**config.mk**
```make
export PLATFORM = sky130hd
export DESIGN_NAME = countdown_timer
export DESIGN_NICKNAME = d
export VERILOG_FILES = /design/src/rtl/countdown_timer.sv
export SDC_FILE = /design/constraint.sdc
export NUM_CORES = 1
export LEC_CHECK = 0
export BUFFER_PORTS_ARGS = -buffer_cell sky130_fd_sc_hd__buf_4
export CORE_AREA = 2 2 56 58
export DETAILED_ROUTE_END_ITERATION = 7
export DIE_AREA = 0 0 58 60
export PLACE_DENSITY = 0.74
export SYNTH_ARGS = -nofsm -noshare
export SYNTH_HDL_FRONTEND = slang
export SYNTH_SLANG_ARGS = --single-unit
export TNS_END_PERCENT = 20
```
**constraint.sdc**
```tcl
create_clock -name clk -period 2.3 [get_ports clk]
set_clock_uncertainty 0.05 [all_clocks]
set_input_delay 0.46 -clock clk [delete_from_list [all_inputs] [get_ports clk]]
set_output_delay 0.46 -clock clk [all_outputs]
set_load 0.02 [all_outputs]
```
**src/rtl/countdown_timer.sv**
```systemverilog
// countdown_timer
//   Loadable down-counter with a programmable prescaler, one-shot or
//   periodic operation, a one-cycle terminal-count pulse and a sticky
//   interrupt flag.
//
// Ports
//   clk          clock, all state updates on the rising edge
//   rst          synchronous active-high reset
//   load         load count/reload/prescale/mode and arm the timer
//   load_value   start and reload count (sampled with load)
//   prescale     prescale divisor, a tick every prescale+1 enabled cycles
//   auto_reload  1 = periodic, 0 = one-shot (sampled with load)
//   enable       advances the prescaler and counter while running
//   stop         aborts a running countdown, count is held
//   irq_clear    clears the sticky interrupt
//   count        current count (registered)
//   busy         high while the timer is running
//   tc           one-cycle terminal-count pulse (registered)
//   irq          sticky interrupt, set by tc (registered)

module countdown_timer #(
    parameter int NUM_BITS      = 8,
    parameter int PRESCALE_BITS = 4
) (
    input  logic                     clk,
    input  logic                     rst,
    input  logic                     load,
    input  logic [NUM_BITS-1:0]      load_value,
    input  logic [PRESCALE_BITS-1:0] prescale,
    input  logic                     auto_reload,
    input  logic                     enable,
    input  logic                     stop,
    input  logic                     irq_clear,
    output logic [NUM_BITS-1:0]      count,
    output logic                     busy,
    output logic                     tc,
    output logic                     irq
);

    typedef enum logic {
        S_IDLE = 1'b0,
        S_RUN  = 1'b1
    } state_t;

    state_t                   state_q,        state_d;
    logic [NUM_BITS-1:0]      count_q,        count_d;
    logic [NUM_BITS-1:0]      reload_q,       reload_d;
    logic [PRESCALE_BITS-1:0] prescale_q,     prescale_d;
    logic [PRESCALE_BITS-1:0] pcnt_q,         pcnt_d;
    logic                     mode_q,         mode_d;
    logic                     tc_q,           tc_d;
    logic                     irq_q,          irq_d;

    // Unsigned decrement that sticks at zero instead of wrapping.
    function automatic logic [NUM_BITS-1:0] dec_sat(input logic [NUM_BITS-1:0] v);
        return (v == '0) ? '0 : v - NUM_BITS'(1);
    endfunction

    // Next-state and next-register logic. Priority: load, stop, tick
    // (reset is applied in the register process).
    always_comb begin
        state_d    = state_q;
        count_d    = count_q;
        reload_d   = reload_q;
        prescale_d = prescale_q;
        pcnt_d     = pcnt_q;
        mode_d     = mode_q;
        tc_d       = 1'b0;

        if (load) begin
            count_d    = load_value;
            reload_d   = load_value;
            prescale_d = prescale;
            mode_d     = auto_reload;
            pcnt_d     = '0;
            // A zero load has nothing to count, so it never arms.
            state_d    = (load_value != '0) ? S_RUN : S_IDLE;
        end else if (state_q == S_RUN) begin
            if (stop) begin
                state_d = S_IDLE;
            end else if (enable) begin
                if (pcnt_q == prescale_q) begin
                    pcnt_d = '0;
                    if (count_q == NUM_BITS'(1)) begin
                        tc_d = 1'b1;
                        if (mode_q) begin
                            count_d = reload_q;
                        end else begin
                            count_d = '0;
                            state_d = S_IDLE;
                        end
                    end else begin
                        count_d = dec_sat(count_q);
                    end
                end else begin
                    pcnt_d = pcnt_q + PRESCALE_BITS'(1);
                end
            end
        end

        // Setting by a terminal tick overrides a simultaneous clear.
        irq_d = tc_d | (irq_q & ~irq_clear);
    end

    always_ff @(posedge clk) begin
        if (rst) begin
            state_q    <= S_IDLE;
            count_q    <= '0;
            reload_q   <= '0;
            prescale_q <= '0;
            pcnt_q     <= '0;
            mode_q     <= 1'b0;
            tc_q       <= 1'b0;
            irq_q      <= 1'b0;
        end else begin
            state_q    <= state_d;
            count_q    <= count_d;
            reload_q   <= reload_d;
            prescale_q <= prescale_d;
            pcnt_q     <= pcnt_d;
            mode_q     <= mode_d;
            tc_q       <= tc_d;
            irq_q      <= irq_d;
        end
    end

    assign count = count_q;
    assign busy  = (state_q == S_RUN);
    assign tc    = tc_q;
    assign irq   = irq_q;

endmodule

```
==> flow_summary.toml <==
[layout]
diodes = 0
fillerInstances = 271
final_cells = 221
layout-drive-gt1-share_pct = 23.4
nNetsFinal = 212
design_area_um2 = 1700
multi_input_area_um2 = 828
register_area_um2 = 561
areaGrowthSynthToFinish_pct = 16.5

[synth]
synth_fp_nets = 186
yosysWarnings = 0
synth_seq_cells = 28
synthFlopType = "dfxtp_1"
synthArstFlopShare_pct = 0
ys_types = 46
synthCells = 164
netlist_area_um2 = 1460
avgSynthCellArea_um2 = 8.90
ys_seq_area_share_pct = 38.4
synth.area.top_cells = "dfxtp_1 38%, mux2i_1 7.5%, nor4_4 4.4%, nor2_1 4.1%, nand2_1 3.9%"
synth_edf_count = 0
yosys.area.top_type = "dfxtp_1"
synth_commonest_cells = "28 x dfxtp_1, 16 x nor2_1, 15 x nand2_1, 11 x mux2i_1, 11 x nor3_1"
synth_top_cell_area_share_pct = 38.4
synth.most_common_cell = "dfxtp_1"

[critical_path]
setup.worst_path.class = "reg2reg"
arrival_ns = 2.19
worstPathRequired_ns = 2.49
endpoint_kind = "flop"
r2r_slack_ns = 0.30
crit_fanout = 5
setup.worst_path.start_class = "flop"

[global_routing]
overflow = 0
grt_max_degree = 29
grt_first_pass_wirelength_mm = 5.73
track_usage_pct = 21.5
grt_pass1_vias = 1265
grt_antenna_before_repair = 0

[route]
ant_nets = 0
dr.first_iter.drc_count = 74
wirelength_mm = 3.48
vias = 1297
drt-wirelength-per-cell_um = 15.7
vias_per_cell = 5.87
drc_errors = 0
dr.pass1.iters = 4

[clocking]
clk_latency_ns = 0.32
cts_tree = "done"
cts_root_buf = "clkbuf_4"
clockBufferDepth = 2
cts.hold.buffers_added = 0
clkSlewWorstSetupHoldPaths_ns = 0.14
cts-htree-levels = 1
clkSinkCount = 28
postCtsSetupRepairBufs = 0
cts_resized = 0
cts_buffers = 3

[timing]
finalSetupViolCount = 0
fmax_mhz = 500
hold_viol_final = 0
timing.final.crit_share_pct = 87.0
grt_setup_unrepaired = "no"
slew_headroom_pct = 66.5
setup_slack_ns = 0.300
totalNegativeSetupSlack_ns = 0
min_period_ns = 2.00
final_max_slew_viol_count = 0
tightest_slew_ns = 0.503

[die]
die-area_um2 = 3480
die_width_um = 58
design.core.area_um2 = 2900
ioPinCount = 30
initial_utilization_pct = 50.3
die_h_um = 60
rows = 20

[min_path]
worstHoldPathType = "in2reg"

[power_and_ir_drop]
vdd.ir_drop.worst_mv = 0.318
power.total_w = 0.000990
p_leak_nw = 0.727
powerDensity_nw_per_um2 = 582

[run]
max_cap_viol_count = 0

[place]
hpwl_mm = 2.54
post_dp_cell_area_um2 = 1680
pre_cts_ws_ns = 0.354
dp_cells = 218
place.port_buffers = 29
place.gp.congestion = 0.856

[status]
status = "finished clean"
==> worst max-delay path: stages (launching register included) <==
cell,delay (ns)
dfxtp_1,0.43
inv_1,0.10
ha_1,0.25
or2_2,0.32
a31oi_1,0.39
a22oi_1,0.13
a221oi_1,0.26
==> flip-flops by register name, indices dropped and copies added, names as in the netlist <==
signal      count
busy            1
count           8
irq             1
mode_q          1
pcnt_q          4
prescale_q      4
reload_q        8
tc              1
==> per-stage QoR <==
stage	utilization, %	hold WS, ns
2_1_floorplan	-	0.396
3_3_place_gp	57.8	0.413
3_5_place_dp	57.8	0.415
4_1_cts	58.6	0.304
5_1_grt	58.6	0.299
6_report	58.6	0.312
==> path summary, 6_finish.rpt <==
kind / start / endpoint / cells after the start
max: count[0]$_SDFFE_PP0P_ / count[0]$_SDFFE_PP0P_ / 6
min reg2reg: reload_q[5]$_SDFFE_PP0P_ / reload_q[5]$_SDFFE_PP0P_ / 2
max reg2reg: count[0]$_SDFFE_PP0P_ / count[0]$_SDFFE_PP0P_ / 6
min: prescale[3] / prescale_q[3]$_SDFFE_PP0P_ / 3
==> cell type report <==
class | instances | area share [%]
inverter | 8 | 1.77
timing repair buffer | 29 | 12.8
multi-input combinational | 120 | 48.7
clock buffer | 3 | 1.32
tap | 33 | 2.43
sequential | 28 | 33.0
==> layout by cell type, fill, tap and decap left out, types with 2 or more instances in the layout <==
master and count:
buf_4 29, dfxtp_1 28, nor2_1 16, nand2_1 15
nor3_1 11, mux2i_1 11, inv_1 8, a21oi_1 8
xor2_1 6, o21ai_0 5, nand3_1 4, nor4_4 3
a211oi_1 3, ha_1 3, clkbuf_4 3, nand2b_1 2
and3_1 2, a31oi_1 2, o22ai_1 2, a31o_1 2
xnor2_1 2
==> per-layer routing <==
metal | part of all wire (%) | wire length, um | global-route usage (%) | up-vias
met4 | 1.8 | 62 | 9.97 | 0
met5 | 0 | 0 | 0 | -
met1 | 43 | 1510 | 27.7 | 608
li1 | - | - | - | 635
met2 | 49 | 1710 | 35.6 | 46
met3 | 5.5 | 190 | 3.25 | 8
==> kinds of logic after synthesis <==
| kind of cell | after synthesis | share of synthesized area [%] |
|---|---|---|
| muxes | 11 | 7.54 |
| AOI/OAI and AO/OA | 35 | 17.1 |
| buffers and inverters | 16 | 4.88 |
| DFF | 28 | 38.4 |
| adders and majority gates | 3 | 2.57 |
| and+or+nand+nor | 63 | 24.8 |
| xor gates and xnor gates | 8 | 4.80 |
==> power by group <==
part | leakage, nW | total [W] | internal [W] | switching [W]
Clock | 0.0138 | 0.000202 | 0.0000615 | 0.000141
Combinational | 0.483 | 0.000242 | 0.000112 | 0.000131
Sequential | 0.230 | 0.000546 | 0.000512 | 0.0000340
No activity file was read; power rests on OpenSTA's default activity.
